$ cat src/rtl/pulse_seq_ctrl.sv
// One-hot phase sequencer: walks a single pulse from MSB to LSB with a
// programmable per-phase dwell, in one-shot or continuous mode, with pause/stop.
module pulse_seq_ctrl #(
  parameter int N_PHASE = 6,
  parameter int DWELL_W = 8
) (
  input  logic               clk,
  input  logic               rst_n,
  input  logic               start,
  input  logic               stop,
  input  logic               pause,
  input  logic               mode,
  input  logic [DWELL_W-1:0] dwell,
  output logic [N_PHASE-1:0] phase_out,
  output logic [2:0]         phase_idx,
  output logic               busy,
  output logic               done
);

  typedef enum logic [1:0] {
    ST_IDLE  = 2'd0,
    ST_RUN   = 2'd1,
    ST_PAUSE = 2'd2,
    ST_DONE  = 2'd3
  } state_t;

  localparam logic [2:0]         LAST_IDX  = 3'(N_PHASE - 1);
  localparam logic [N_PHASE-1:0] FIRST_HOT = {1'b1, {(N_PHASE-1){1'b0}}};

  state_t               state_q, state_d;
  logic [DWELL_W-1:0]   cnt_q, cnt_d;
  logic [DWELL_W-1:0]   dwell_r, dwell_d;
  logic                 mode_r, mode_d;
  logic [N_PHASE-1:0]   phase_d;
  logic [2:0]           idx_d;
  logic                 busy_d, done_d;

  // NOTE: state registers use non-blocking assignments so every flop samples
  // the pre-edge values computed by the combinational block.
  always_ff @(posedge clk or negedge rst_n) begin
    if (!rst_n) begin
      state_q   <= ST_IDLE;
      cnt_q     <= '0;
      dwell_r   <= '0;
      mode_r    <= 1'b0;
      phase_out <= '0;
      phase_idx <= '0;
      busy      <= 1'b0;
      done      <= 1'b0;
    end else begin
      state_q   <= state_d;
      cnt_q     <= cnt_d;
      dwell_r   <= dwell_d;
      mode_r    <= mode_d;
      phase_out <= phase_d;
      phase_idx <= idx_d;
      busy      <= busy_d;
      done      <= done_d;
    end
  end

  // NOTE: every signal written here gets a default first, so no path through
  // the case statement can leave one unassigned and infer a latch.
  always_comb begin
    state_d = state_q;
    cnt_d   = cnt_q;
    dwell_d = dwell_r;
    mode_d  = mode_r;
    phase_d = phase_out;
    idx_d   = phase_idx;
    busy_d  = busy;
    done_d  = 1'b0;

    unique case (state_q)
      ST_IDLE: begin
        if (start && !stop) begin
          state_d = ST_RUN;
          mode_d  = mode;
          dwell_d = dwell;
          cnt_d   = '0;
          phase_d = FIRST_HOT;
          idx_d   = '0;
          busy_d  = 1'b1;
        end
      end

      ST_RUN, ST_PAUSE: begin
        if (stop) begin
          state_d = ST_IDLE;
          cnt_d   = '0;
          phase_d = '0;
          idx_d   = '0;
          busy_d  = 1'b0;
        end else if (pause) begin
          // Frozen cycle: phase and count hold, so the run is stretched by
          // exactly the number of cycles pause stays high.
          state_d = ST_PAUSE;
        end else begin
          state_d = ST_RUN;
          if (cnt_q == dwell_r) begin
            cnt_d = '0;
            if (phase_idx == LAST_IDX) begin
              if (mode_r) begin
                phase_d = FIRST_HOT;
                idx_d   = '0;
              end else begin
                state_d = ST_DONE;
                phase_d = '0;
                idx_d   = '0;
                busy_d  = 1'b0;
                done_d  = 1'b1;
              end
            end else begin
              phase_d = phase_out >> 1;
              idx_d   = phase_idx + 3'd1;
            end
          end else begin
            cnt_d = cnt_q + DWELL_W'(1);
          end
        end
      end

      ST_DONE: begin
        state_d = ST_IDLE;
        phase_d = '0;
        idx_d   = '0;
        busy_d  = 1'b0;
      end

      default: begin
        state_d = ST_IDLE;
        cnt_d   = '0;
        phase_d = '0;
        idx_d   = '0;
        busy_d  = 1'b0;
      end
    endcase
  end

endmodule

$ cat config.mk
export PLATFORM = sky130hd
export DESIGN_NAME = pulse_seq_ctrl
export DESIGN_NICKNAME = d
export VERILOG_FILES = /design/src/rtl/pulse_seq_ctrl.sv
export SDC_FILE = /design/constraint.sdc
export NUM_CORES = 1
export LEC_CHECK = 0
export CAP_MARGIN = 10
export CORE_UTILIZATION = 30
export DETAILED_ROUTE_END_ITERATION = 10
export PLACE_DENSITY = 0.57
export SLEW_MARGIN = 20
export SYNTH_ARGS = -nofsm -noshare
export SYNTH_HDL_FRONTEND = slang
export SYNTH_SLANG_ARGS = --single-unit
$ cat constraint.sdc
create_clock -name clk -period 2.5 [get_ports clk]
set_input_delay 0.375 -clock clk [delete_from_list [all_inputs] [get_ports clk]]
set_output_delay 0.375 -clock clk [all_outputs]
set_load 0.05 [all_outputs]
# Word-level counts from Yosys, hierarchy flattened
# Index checks and enable logic that the tools add are counted.
# Widths: inputs -> output; s select.
# classes
n_eq_ne	10
mux	38
add_sub_neg	2
n_reduce_logical	9
# ops
op	count
$mux 6	6
$mux 8	4
$pmux 6 s3	1
$pmux 8 s2	1
$mux 3	5
$mux 1	12
$mux 2	6
$ne 3x3->1 const B	4
$pmux 3 s3	1
$add 8x1->8 const B	1
$eq 8x8->1	1
$pmux 2 s3	1
$reduce_and 3->1	2
$reduce_and 5->1	1
$eq 2x2->1 const B	2
$add 3x1->3 const B	1
$eq 3x3->1 const B	1
$pmux 1 s3	1
$eq 2x1->1 const B	1
$logic_not 2->1	1
$ne 2x2->1 const B	1
$reduce_and 2->1	1
$reduce_bool 2->1	1
$reduce_or 2->1	1
2 further kinds	2
# word_totals
in_bits	14
regBits	30
wordCells	67

# Depth between registers and ports, before layout
# Gate-level depths: netlist of the first run.
# depth
word_depth	6
mapped_depth	8

# Worst setup path before layout of the first run
# No wires, ideal clock.
# synth_timing
path_kind	register to register
startpoint	reg state_q[0]
endpoint	reg cnt_q[7]
required_ns	2.377
path_stages_with_launch	9
t_arrival_ns	1.862
path_slack_ns	0.515
cell_sequence	dfrtp_1 inv_1 ha_1 nor2b_1 a221o_1 clkbuf_1 nor4b_2 xnor2_1 nor2_1
# synth_via
elab_chain_cells	4
# synth_rtl
item	line	rtl
start: declaration	30	state_t state_q, state_d;
start signal: assignment	51	state_q <= state_d;
$eq 2x1->1 / $eq 2x2->1 (equally long branches)	74	unique case (state_q)
$reduce_or 2->1	74	
$ne 3x3->1 (no line) / $reduce_bool 2->1 (equally long branches)	-	
$reduce_and 3->1 (no line)	-	
end signal: assignment	52	cnt_q <= cnt_d;
end: declaration	31	logic [DWELL_W-1:0] cnt_q, cnt_d;
# Several ways; a longest one is shown, not always the timed one.
# A chain may end at the register's enable or synchronous reset.

# Final worst setup path of the first run
# layout_timing
startpoint	reg state_q[1]
endpoint	reg phase_out[5]
# layout_via
elab_chain_cells	4
# layout_rtl
item	line	rtl
$eq 2x1->1 / $eq 2x2->1 (equally long branches)	74	
$reduce_or 2->1	74	
$ne 3x3->1 (no line)	-	
$reduce_and 3->1 (no line)	-	
end signal: assignment	55	phase_out <= phase_d;
end: declaration	14	output logic [N_PHASE-1:0] phase_out,
# Several ways; a longest one is shown, not always the timed one.

==> flow_summary.json, run 1 <==
{
  "synth_top_area_cell": "dfrtp_1",
  "yosysWarnings": 0,
  "synth_top_area_share_pct": 48.9,
  "worst_slack_ps": 333,
  "first_pass_iters": 4,
  "layoutNonFillerInstCount": 243,
  "synth_edf_count": 0,
  "r2r.worst_path.cells": 6,
  "maxCapViolations": 0,
  "clk_pin_slew_ps": 70,
  "status": "finished, final reports clean",
  "slew_viol_final": 0,
  "grt_max_degree": 31,
  "internal_power_mw": 1.19,
  "worstMarginPinSlew_ps": 649,
  "wl_um": 3010,
  "core_um2": 4820,
  "grt_overflow_total": 0,
  "period_share_pct": 86.7,
  "grt_pass1_vias": 1075,
  "setup.worst_path.class": "reg -> reg",
  "synth_fp_nets": 165,
  "slew_headroom_pct": 56.7,
  "synth_cells": 147,
  "drc": 0,
  "fin_nets": 193,
  "pwr-share-comb_pct": 44.0,
  "synth_cell_type_count": 35,
  "period_needed_ps": 2170,
  "async_flop_share_pct": 100,
  "dp_cells": 235,
  "post-dp-hpwl_um": 2320,
  "fin_skew_ps": 9.37,
  "num_vias": 1150,
  "numPortBuffers": 24,
  "ys_top_cells_by_area": "dfrtp_1 (49%), mux2_2 (7.3%), o21ai_0 (5.9%)",
  "num_io_pins": 25,
  "grt_use_met3_pct": 2.47,
  "design_area_um2": 1940,
  "grt_setup_unrepaired": "no",
  "htree_levels": 2,
  "fillers": 483,
  "postCtsSetupBuffers": 0,
  "synth_flop_cell": "dfrtp_1",
  "fp-row-count": 25,
  "antenna_left": 0,
  "numClockSinks": 30,
  "synth_area_um2": 1530,
  "setup_violations": 0,
  "clockPowerShare_pct": 20.1,
  "top_usage_layer": "met2",
  "chipWidth_um": 73.5,
  "power_switching_mw": 0.788,
  "cts_tree": "yes",
  "multi_input_area_um2": 743,
  "cts_root_buffer": "clkbuf_8",
  "swShare_pct": 39.9,
  "critPathLaunch": "state_q[1]",
  "gr-usage-met2_pct": 19.6,
  "power_frac_seq_pct": 35.9,
  "hold_class": "in -> async",
  "wl_per_cell_um": 12.4,
  "seq_area_um2": 751,
  "pre_cts_ws_ps": 340,
  "end_kind": "flop",
  "ctsResizeCount": 0,
  "cts_buffer_depth": 2,
  "pwr_density_cell_nw_per_um2": 1020,
  "required_ps": 2670,
  "antenna_cells": 0,
  "drt-initial-drc-count": 68,
  "cts_buffers": 5,
  "area_growth_pct": 26.7,
  "grt_usage_pct": 12.7,
  "syn_area_per_cell_um2": 10.4,
  "clock_latency_ps": 280,
  "fmax_mhz": 462,
  "placed_area_um2": 1850,
  "startpoint_type": "flop",
  "vdd_drop_max_mv": 0.532,
  "antenna_found_initial": 0,
  "final_util_pct": 40.3,
  "fp.dieH_um": 73.5,
  "r2r-start": "state_q[1]",
  "routed_via_density": 4.73,
  "globalRouteMet1Util_pct": 17.4,
  "die_area_um2": 5400,
  "synth_seq_area_share_pct": 48.9,
  "critPathMaxFanout": 12,
  "drive_gt1_share_pct": 13.6,
  "cts_hold_buf": 0,
  "power.leakage_nw": 0.811,
  "critPathArrivalTime_ps": 2340,
  "ys_ff_latch": 30,
  "start_util_pct": 31.8,
  "hold_viol_final": 0,
  "finalSetupTns_ps": 0,
  "gp_congestion": 0.792,
  "grt_pass1_wl_um": 5160
}
## Yosys cell counts, types with 3 or more instances
cell      instances
inv_1             5
a21oi_1           6
o22ai_1           4
mux2_2           10
xnor2_1           3
nor2_1            8
dfrtp_1          30
o21ai_0          18
nand2b_1          5
nand3_1           5
nand2_1          13
ha_1              4
clkbuf_1          3
xor2_1            8
## power by group through the flow
stage	logic [mW]	registers (mW)	clock network, mW
6_report	0.869	0.711	0.397
5_1_grt	0.965	0.729	0.433
4_1_cts	0.877	0.713	0.412
3_5_place_dp	0.873	0.723	0
3_3_place_gp	0.852	0.715	0
2_1_floorplan	0.601	0.787	0
## worst max-delay path, stage by stage, from the launching register on
cell and delay (ps):
dfrtp_1 370, inv_1 70, ha_1 350, nor2b_1 270
a22o_1 390, or2_1 280, mux2_4 320
## routing by layer
layer / part of all wire (%) / routed length, um
met5: 0 / 0
met4: 1.7 / 50
met3: 3.2 / 97
met2: 47 / 1420
met1: 48 / 1440
## stage by stage
step	total power [mW]	hold WS (ps)
after floorplan	1.39	79.4
after global placement	1.57	495
after detailed placement	1.60	503
after CTS	2.00	481
after global routing	2.13	506
final	1.98	459
## layout make-up
class	count	share of cell area [%]
multi-input combinational	107	38.2
inverter	5	0.966
clock inverter	1	0.258
timing repair buffer	26	13.1
tap	67	4.31
clock buffer	7	4.44
sequential	30	38.6
## cells in the final DEF (no fill, tap or decap), types with 5 or more instances in the layout
master / count
a21oi_1: 6
nand3_1: 5
dfrtp_1: 30
clkbuf_8: 6
mux2_2: 10
clkdlybuf4s50_1: 24
xor2_1: 8
o21ai_0: 18
inv_1: 5
nor2_1: 8
nand2b_1: 5
nand2_1: 13
## registers in the layout, summed over array words and instances, names as in the netlist
name       cells
phase_out      6
busy           1
mode_r         1
dwell_r        8
done           1
phase_idx      3
state_q        2
cnt_q          8
## cell families after synthesis
family	synth area share, %
buffers and inverters	2.61
xor gates and xnor gates	6.28
muxes	8.32
DFF	48.9
adders and majority gates	3.26
and+or+nand+nor	17.9
AOI/OAI and AO/OA	12.7
## final timing paths
path	slack, ps	end
hold reg to reg	510	busy
max in group asynchronous	1750	dwell_r[0]
min in group clk	510	busy
hold / removal	460	busy
setup reg to reg	330	phase_out[5]
setup / recovery	330	phase_out[5]
Power figures use the tool's default switching activity.
==> inputs of run 2 (changes only) <==
--- a/config.mk
+++ b/config.mk
@@ -7,6 +7,7 @@
 export LEC_CHECK = 0
 export CAP_MARGIN = 10
 export CORE_UTILIZATION = 30
+export CTS_CLUSTER_SIZE = 12
 export DETAILED_ROUTE_END_ITERATION = 10
 export PLACE_DENSITY = 0.57
 export SLEW_MARGIN = 20
==> results of run 2 <==
No change in the layout: final DEF, timing and power equal those of run 1.
==> inputs of run 3 (changes only) <==
--- a/config.mk
+++ b/config.mk
@@ -5,7 +5,7 @@
 export SDC_FILE = /design/constraint.sdc
 export NUM_CORES = 1
 export LEC_CHECK = 0
-export CAP_MARGIN = 10
+export CAP_MARGIN = 20
 export CORE_UTILIZATION = 30
 export CTS_CLUSTER_SIZE = 12
 export DETAILED_ROUTE_END_ITERATION = 10
==> results of run 3 <==
No change in the layout: final DEF, timing and power equal those of run 1.
